## config.mk

```make
export PLATFORM = sky130hd
export DESIGN_NAME = hilo_muldiv_ctrl_flat
export DESIGN_NICKNAME = d
export VERILOG_FILES = /design/src/rtl/hilo_muldiv_if.sv /design/src/rtl/hilo_muldiv_ctrl.sv /design/src/flat_wrapper.sv
export SDC_FILE = /design/constraint.sdc
export NUM_CORES = 2
export LEC_CHECK = 0
export CAP_MARGIN = 10
export CORE_MARGIN = 4
export CORE_UTILIZATION = 60
export DETAILED_ROUTE_END_ITERATION = 6
export PLACE_DENSITY_LB_ADDON = 0.08
export SLEW_MARGIN = 20
export SYNTH_ARGS = -nofsm -noshare
export SYNTH_HDL_FRONTEND = slang
export SYNTH_SLANG_ARGS = --single-unit
```

## constraint.sdc

```tcl
create_clock -name clk -period 9 [get_ports clk]
set_clock_uncertainty 0.1 [all_clocks]
set_input_delay 1.8 -clock clk [delete_from_list [all_inputs] [get_ports clk]]
set_output_delay 1.8 -clock clk [all_outputs]
set_load 0.05 [all_outputs]
```

## src/rtl/hilo_muldiv_if.sv

```systemverilog
// Execute-stage handshake and HI/LO write-back bundle for hilo_muldiv_ctrl.
interface hilo_muldiv_if;
    logic        start_i;
    logic [2:0]  op_i;
    logic [31:0] a_i;
    logic [31:0] b_i;
    logic        flush_i;
    logic        stall_o;
    logic        busy_o;
    logic        hi_we_o;
    logic        lo_we_o;
    logic [31:0] hi_o;
    logic [31:0] lo_o;

    modport master (
        output start_i, op_i, a_i, b_i, flush_i,
        input  stall_o, busy_o, hi_we_o, lo_we_o, hi_o, lo_o
    );

    modport slave (
        input  start_i, op_i, a_i, b_i, flush_i,
        output stall_o, busy_o, hi_we_o, lo_we_o, hi_o, lo_o
    );
endinterface

```

## src/rtl/hilo_muldiv_ctrl.sv

```systemverilog
// HI/LO sequencer: fixed-latency multiply, 32-step restoring divide, MTHI/MTLO.
// Optional macro MD_EARLY_OUT_EN: divides with |a| < |b| complete in one cycle.
module hilo_muldiv_ctrl #(
    parameter int unsigned MUL_LAT   = 2,
    parameter int unsigned DIV_ITERS = 32
) (
    input  logic            clk,
    input  logic            rst,
    hilo_muldiv_if.slave    bus
);
    localparam int unsigned MAX_CNT = (MUL_LAT > DIV_ITERS) ? MUL_LAT : DIV_ITERS;
    localparam int unsigned CNT_W   = $clog2(MAX_CNT) + 1;

    localparam logic [2:0] OP_MULT  = 3'b000;
    localparam logic [2:0] OP_MULTU = 3'b001;
    localparam logic [2:0] OP_DIV   = 3'b010;
    localparam logic [2:0] OP_DIVU  = 3'b011;
    localparam logic [2:0] OP_MTHI  = 3'b100;
    localparam logic [2:0] OP_MTLO  = 3'b101;

    typedef enum logic [1:0] {IDLE, MUL, DIV, DONE} state_t;

    state_t             state, nextState;
    logic [CNT_W-1:0]   cnt;
    logic [31:0]        rem, quo, divisor;
    logic               negQ, negR;
    logic               accept, loadMul, loadDiv, loadFixed;
    logic               stall, hiWe, loWe;
    logic [31:0]        hiOut, loOut;

    // Operand preparation shared by the multiply and divide launch paths
    logic        signedDiv, earlyOut;
    logic [31:0] magA, magB;
    logic [63:0] extA, extB, product;
    logic [32:0] shifted, diff;

    assign signedDiv = (bus.op_i == OP_DIV);
    assign magA      = (signedDiv && bus.a_i[31]) ? 32'(-bus.a_i) : bus.a_i;
    assign magB      = (signedDiv && bus.b_i[31]) ? 32'(-bus.b_i) : bus.b_i;
    assign extA      = {{32{(bus.op_i == OP_MULT) & bus.a_i[31]}}, bus.a_i};
    assign extB      = {{32{(bus.op_i == OP_MULT) & bus.b_i[31]}}, bus.b_i};
    assign product   = 64'(extA * extB);
    assign shifted   = {rem, quo[31]};
    assign diff      = shifted - {1'b0, divisor};

`ifdef MD_EARLY_OUT_EN
    assign earlyOut = (magA < magB);
`else
    assign earlyOut = 1'b0;
`endif

    assign accept = bus.start_i && !bus.flush_i && !rst;

    always_ff @(posedge clk or posedge rst) begin
        if (rst) state <= IDLE;
        else     state <= nextState;
    end

    always_comb begin
        nextState = state;
        stall     = 1'b0;
        hiWe      = 1'b0;
        loWe      = 1'b0;
        hiOut     = 32'h0;
        loOut     = 32'h0;
        loadMul   = 1'b0;
        loadDiv   = 1'b0;
        loadFixed = 1'b0;
        case (state)
            IDLE: begin
                if (accept) begin
                    case (bus.op_i)
                        OP_MULT, OP_MULTU: begin
                            stall     = 1'b1;
                            loadMul   = 1'b1;
                            nextState = MUL;
                        end
                        OP_DIV, OP_DIVU: begin
                            stall = 1'b1;
                            if (bus.b_i == 32'h0 || earlyOut) begin
                                loadFixed = 1'b1;
                                nextState = DONE;
                            end else begin
                                loadDiv   = 1'b1;
                                nextState = DIV;
                            end
                        end
                        OP_MTHI: begin
                            hiWe  = 1'b1;
                            hiOut = bus.a_i;
                        end
                        OP_MTLO: begin
                            loWe  = 1'b1;
                            loOut = bus.a_i;
                        end
                        default: ;
                    endcase
                end
            end
            MUL, DIV: begin
                if (bus.flush_i) begin
                    nextState = IDLE;
                end else begin
                    stall = 1'b1;
                    if (cnt == '0) nextState = DONE;
                end
            end
            DONE: begin
                nextState = IDLE;
                if (!bus.flush_i) begin
                    hiWe  = 1'b1;
                    loWe  = 1'b1;
                    hiOut = negR ? 32'(-rem) : rem;
                    loOut = negQ ? 32'(-quo) : quo;
                end
            end
            default: nextState = IDLE;
        endcase
    end

    // Result/iteration datapath; rem/quo double as HI/LO holding registers for multiply
    always_ff @(posedge clk or posedge rst) begin
        if (rst) begin
            cnt     <= '0;
            rem     <= 32'h0;
            quo     <= 32'h0;
            divisor <= 32'h0;
            negQ    <= 1'b0;
            negR    <= 1'b0;
        end else if (loadMul) begin
            rem  <= product[63:32];
            quo  <= product[31:0];
            negQ <= 1'b0;
            negR <= 1'b0;
            cnt  <= CNT_W'(MUL_LAT - 1);
        end else if (loadDiv) begin
            rem     <= 32'h0;
            quo     <= magA;
            divisor <= magB;
            negQ    <= signedDiv & (bus.a_i[31] ^ bus.b_i[31]);
            negR    <= signedDiv & bus.a_i[31];
            cnt     <= CNT_W'(DIV_ITERS - 1);
        end else if (loadFixed) begin
            rem  <= bus.a_i;
            quo  <= (bus.b_i == 32'h0) ? 32'hFFFF_FFFF : 32'h0;
            negQ <= 1'b0;
            negR <= 1'b0;
        end else if (state == MUL) begin
            cnt <= cnt - CNT_W'(1);
        end else if (state == DIV) begin
            cnt <= cnt - CNT_W'(1);
            if (!diff[32]) begin
                rem <= diff[31:0];
                quo <= {quo[30:0], 1'b1};
            end else begin
                rem <= shifted[31:0];
                quo <= {quo[30:0], 1'b0};
            end
        end
    end

    assign bus.stall_o = stall;
    assign bus.busy_o  = (state != IDLE);
    assign bus.hi_we_o = hiWe;
    assign bus.lo_we_o = loWe;
    assign bus.hi_o    = hiOut;
    assign bus.lo_o    = loOut;
endmodule

```

## src/flat_wrapper.sv

```systemverilog
// flat-port wrapper written by rule: the top's interface ports become plain ports
module hilo_muldiv_ctrl_flat 
#(
    parameter int unsigned MUL_LAT   = 2,
    parameter int unsigned DIV_ITERS = 32
)
  (clk, rst, bus_start_i, bus_op_i, bus_a_i, bus_b_i, bus_flush_i, bus_stall_o, bus_busy_o, bus_hi_we_o, bus_lo_we_o, bus_hi_o, bus_lo_o);
  hilo_muldiv_if bus_i ();
  input  logic clk;
  input  logic rst;
  input wire logic [$bits(bus_i.start_i)-1:0] bus_start_i;
  input wire logic [$bits(bus_i.op_i)-1:0] bus_op_i;
  input wire logic [$bits(bus_i.a_i)-1:0] bus_a_i;
  input wire logic [$bits(bus_i.b_i)-1:0] bus_b_i;
  input wire logic [$bits(bus_i.flush_i)-1:0] bus_flush_i;
  output wire logic [$bits(bus_i.stall_o)-1:0] bus_stall_o;
  output wire logic [$bits(bus_i.busy_o)-1:0] bus_busy_o;
  output wire logic [$bits(bus_i.hi_we_o)-1:0] bus_hi_we_o;
  output wire logic [$bits(bus_i.lo_we_o)-1:0] bus_lo_we_o;
  output wire logic [$bits(bus_i.hi_o)-1:0] bus_hi_o;
  output wire logic [$bits(bus_i.lo_o)-1:0] bus_lo_o;
  assign bus_i.start_i = bus_start_i;
  assign bus_i.op_i = bus_op_i;
  assign bus_i.a_i = bus_a_i;
  assign bus_i.b_i = bus_b_i;
  assign bus_i.flush_i = bus_flush_i;
  assign bus_stall_o = bus_i.stall_o;
  assign bus_busy_o = bus_i.busy_o;
  assign bus_hi_we_o = bus_i.hi_we_o;
  assign bus_lo_we_o = bus_i.lo_we_o;
  assign bus_hi_o = bus_i.hi_o;
  assign bus_lo_o = bus_i.lo_o;
  hilo_muldiv_ctrl #(.MUL_LAT(MUL_LAT), .DIV_ITERS(DIV_ITERS)) u_core (.clk(clk), .rst(rst), .bus(bus_i));
endmodule
```

==> results by stage <==
Place:
- The weighted congestion at the end of routability-driven global placement is around 0.98.
- The count of input and output buffers is 138.
- After legalization and detailed placement, the total HPWL measured 132 mm.
- At the placement stage, the worst setup path has a slack of -1.14 ns.

GRT:
- The final global-route overflow total is 0.
- The first-pass GRT wire length is 248 mm.
- The total routing resource utilization after global routing is 38.3%.
- The initial antenna violation count is 15.
- The via count of the first global-routing pass is 43000.
- Entering global routing, the biggest net connects 60 pins.

Synth:
- The sequential cell area fraction in the yosys report is 5.52%.
- The main flop type after synthesis is sky130_fd_sc_hd__dfrtp_1.
- The number of flops mapped to enable cells by yosys is 0.
- In this run, distinct cell masters in the synthesized netlist total just under 70.
- The mean instance size in the synthesized netlist is 8.61 um^2.
- The net count of the mapped netlist is 7039.
- The biggest area contributor in the post-synthesis netlist is sky130_fd_sc_hd__fa_1.
- Of all flip-flops after synthesis, the portion carrying an async set or reset was 100%.
- Synthesis handed over a netlist of 5586 instances.
- Yosys attributes the largest share of cell area to sky130_fd_sc_hd__fa_1 47%, sky130_fd_sc_hd__inv_1 9.4%, sky130_fd_sc_hd__nand2_1 7.2%.
- The mapped netlist covers slightly below 50000 um^2.
- The register bit total from synthesis is 106.
- The total number of yosys warnings is 0.
- The area share of the largest cell type after synthesis is between 40% and 50%.

Critical path:
- In this run the register-to-register setup slack is 3.61 ns.
- STA classifies the critical path endpoint as a flop.
- The critical path launch point type is a primary input.
- The critical path class is primary input to flop.
- The beginning of the critical path is bus_op_i[1].
- The arrival time at the worst endpoint is ~9.2 ns.
- Data on the critical path is required at its endpoint by around 9 ns.
- For this design, the slowest cell found on the critical path is sky130_fd_sc_hd__fa_2.
- The worst register-to-register path begins at u_core.rem[12].
- Along the worst path, the maximum fanout reaches 6.
- In this design, the stage delay of the slowest critical-path cell is 0.60 ns.
- By instance count, the cell type seen most on the critical path is sky130_fd_sc_hd__fa_1.

Detailed routing:
- The detailed-route wire length per cell is 22.8 um.
- After detailed routing, the number of vias per cell comes to 5.74.
- The final layout contains routed wiring with a total length of 160 mm.
- The detailed router placed a little over 40000 vias in this run.
- The residual DRC count is 0.
- The number of nets still failing antenna checks after routing is 0.
- In this run, the number of DRC markers left after iteration 0 of detailed routing was roughly 3200.
- The length of the first detailed-routing pass in iterations is 7.

Floorplanning:
- The number of rows in the core area is 103.
- For this configuration, the core starts out at a cell density of 60.7%.
- In this run the standard cell core region covers about 79000 um^2.
- The floorplan step defined a die boundary enclosing roughly 85000 um^2.
- The floorplan step set the die width to 291 um.
- In this run the count of I/O pins placed on the die edge is between 100 and 150.
- The height of the die is 291 um.

STA:
- In the post-route analysis, the smallest setup slack over all paths is -0.0718 ns.
- The max-slew violation count came to 0.
- The highest achievable clock rate is roughly 110 MHz.
- The final sum of negative setup slack is -0.184 ns.
- Setup repair after global routing could not meet its margin everywhere.
- At the pin with the least slew margin, the transition time is 1.08 ns.
- The number of hold violations in the final report is 0.
- The post-route minimum period is between 9 and 10 ns.
- The count of final setup violators is 4.
- The worst max-slew margin expressed relative to the limit is 27.9%.
- Hold timing on the final database bottoms out at a slack of 0.394 ns.
- The final period utilization is 101%.

Min path:
- The worst hold path belongs to the class flop to flop.
- The worst hold path begins at u_core.divisor[8].

Final layout:
- The area growth from synthesis to layout is 16.8%.
- The library cell used most frequently in the layout, excluding fill and tap cells, is sky130_fd_sc_hd__inv_1.
- The share of post-route cells with drive strength above 1 is 15.3%.
- The library cells used most frequently in the layout, excluding fill and tap cells, are 1182 x sky130_fd_sc_hd__inv_1, 1098 x sky130_fd_sc_hd__fa_1, 913 x sky130_fd_sc_hd__nand2_1.
- The net count of the finished layout is 7427.
- Counting the fill cells in the layout gives 6420.

CTS:
- The later pin in the worst-skew pair is clocked with a latency of 0.39 ns.
- The cell chosen for the clock root is sky130_fd_sc_hd__clkbuf_16.
- The number of buffers on the longest clock path is 2.
- CTS built an H-tree with a depth of 3.
- The number of clock buffers added by TritonCTS is 9.
- TritonCTS built the clock tree.
- After clock tree synthesis, the clock-pin slew on the worst setup and hold paths is ~0.080 ns.
- The TritonCTS sink count is 106.

Outcome:
- The final reports fail on negative setup slack.
- The run finished, with violations left.

Job:
- Across the run, the number of max-cap violations was 0.
per-stage QoR:
stage          util [%]  cell area, um^2  instances
2_1_floorplan         -            48300       5586
3_3_place_gp       68.2            54100       6953
3_5_place_dp       68.2            54100       6953
4_1_cts            69.9            55400       7009
5_1_grt            70.9            56200       7034
6_report           70.9            56200       7036
path summary, 6_finish.rpt:
| kind | endpoint | cells past startpoint |
|---|---|---|
| min in group asynchronous | u_core.state[0] | 2 |
| hold / removal | u_core.divisor[8] | 2 |
| hold reg to reg | u_core.divisor[8] | 2 |
| max in group asynchronous | u_core.quo[1] | 3 |
| setup reg to reg | u_core.rem[19] | 13 |
| setup / recovery | u_core.rem[30] | 29 |
synth_stat cells (all sizes together), types with 32 or more instances:
cell	number
o21ai	171
o31ai	32
nand2	923
xnor2	167
nor2	210
a21oi	155
fa	1126
clkbuf	288
a22oi	85
xor2	57
nor3	37
ha	256
dfrtp	106
inv	1206
a21o	48
and2	289
buf	68
cell families (layout without fill, tap and decap cells):
| logic type | Yosys count | in the layout | synth area share, % |
|---|---|---|---|
| xor+xnor | 224 | 224 | 4.08 |
| fa+ha+maj | 1382 | 1382 | 53.6 |
| compound gates | 658 | 658 | 8.74 |
| flops | 106 | 106 | 5.52 |
| simple gates | 1621 | 1621 | 15.2 |
| other cells | 0 | 7 | 0 |
| mux | 33 | 33 | 0.737 |
| buf+inv | 1562 | 1955 | 12.2 |
per-layer routing:
layer	wire [um]	share of wire (%)	global-route usage, %
met1	57700	36	47.3
met4	12700	8.0	22.5
met2	77500	48	64.2
met5	13	0.0081	0
met3	12200	7.6	5.75
area by class of cell:
class | instances | area (um^2) | area share, %
multi-input cells | 3918 | 40700 | 72.5
diodes | 7 | 17.5 | 0.0312
well taps | 1050 | 1310 | 2.34
inverters | 1206 | 4540 | 8.09
flip-flops and latches | 106 | 2650 | 4.72
clock inverters | 5 | 62.6 | 0.111
repair buffers | 733 | 6640 | 11.8
clock buffers | 11 | 233 | 0.414
worst max-delay path, delay by kind of cell:
kind	cells	cell delay, ns
compound gates	10	1.72
xor+xnor	1	0.10
buf+inv	7	0.95
simple gates	2	0.43
fa+ha+maj	9	4.22
state kept, by name (all words and copies together) (netlist names):
| signal | cells |
|---|---|
| u_core.negQ | 1 |
| u_core.quo | 32 |
| u_core.divisor | 32 |
| u_core.state | 2 |
| u_core.negR | 1 |
| u_core.rem | 32 |
| u_core.cnt | 6 |
repair_timing:
action,CTS,global route
gates cloned,9,1
pin swaps,82,132
resized for setup,148,167
setup endpoints to repair,34,33
hold buffers,0,0
setup buffers,31,20
Power is left out: the tool's default activity adds up to more than one toggle a clock period on the data nets, which glitch-free logic cannot reach.
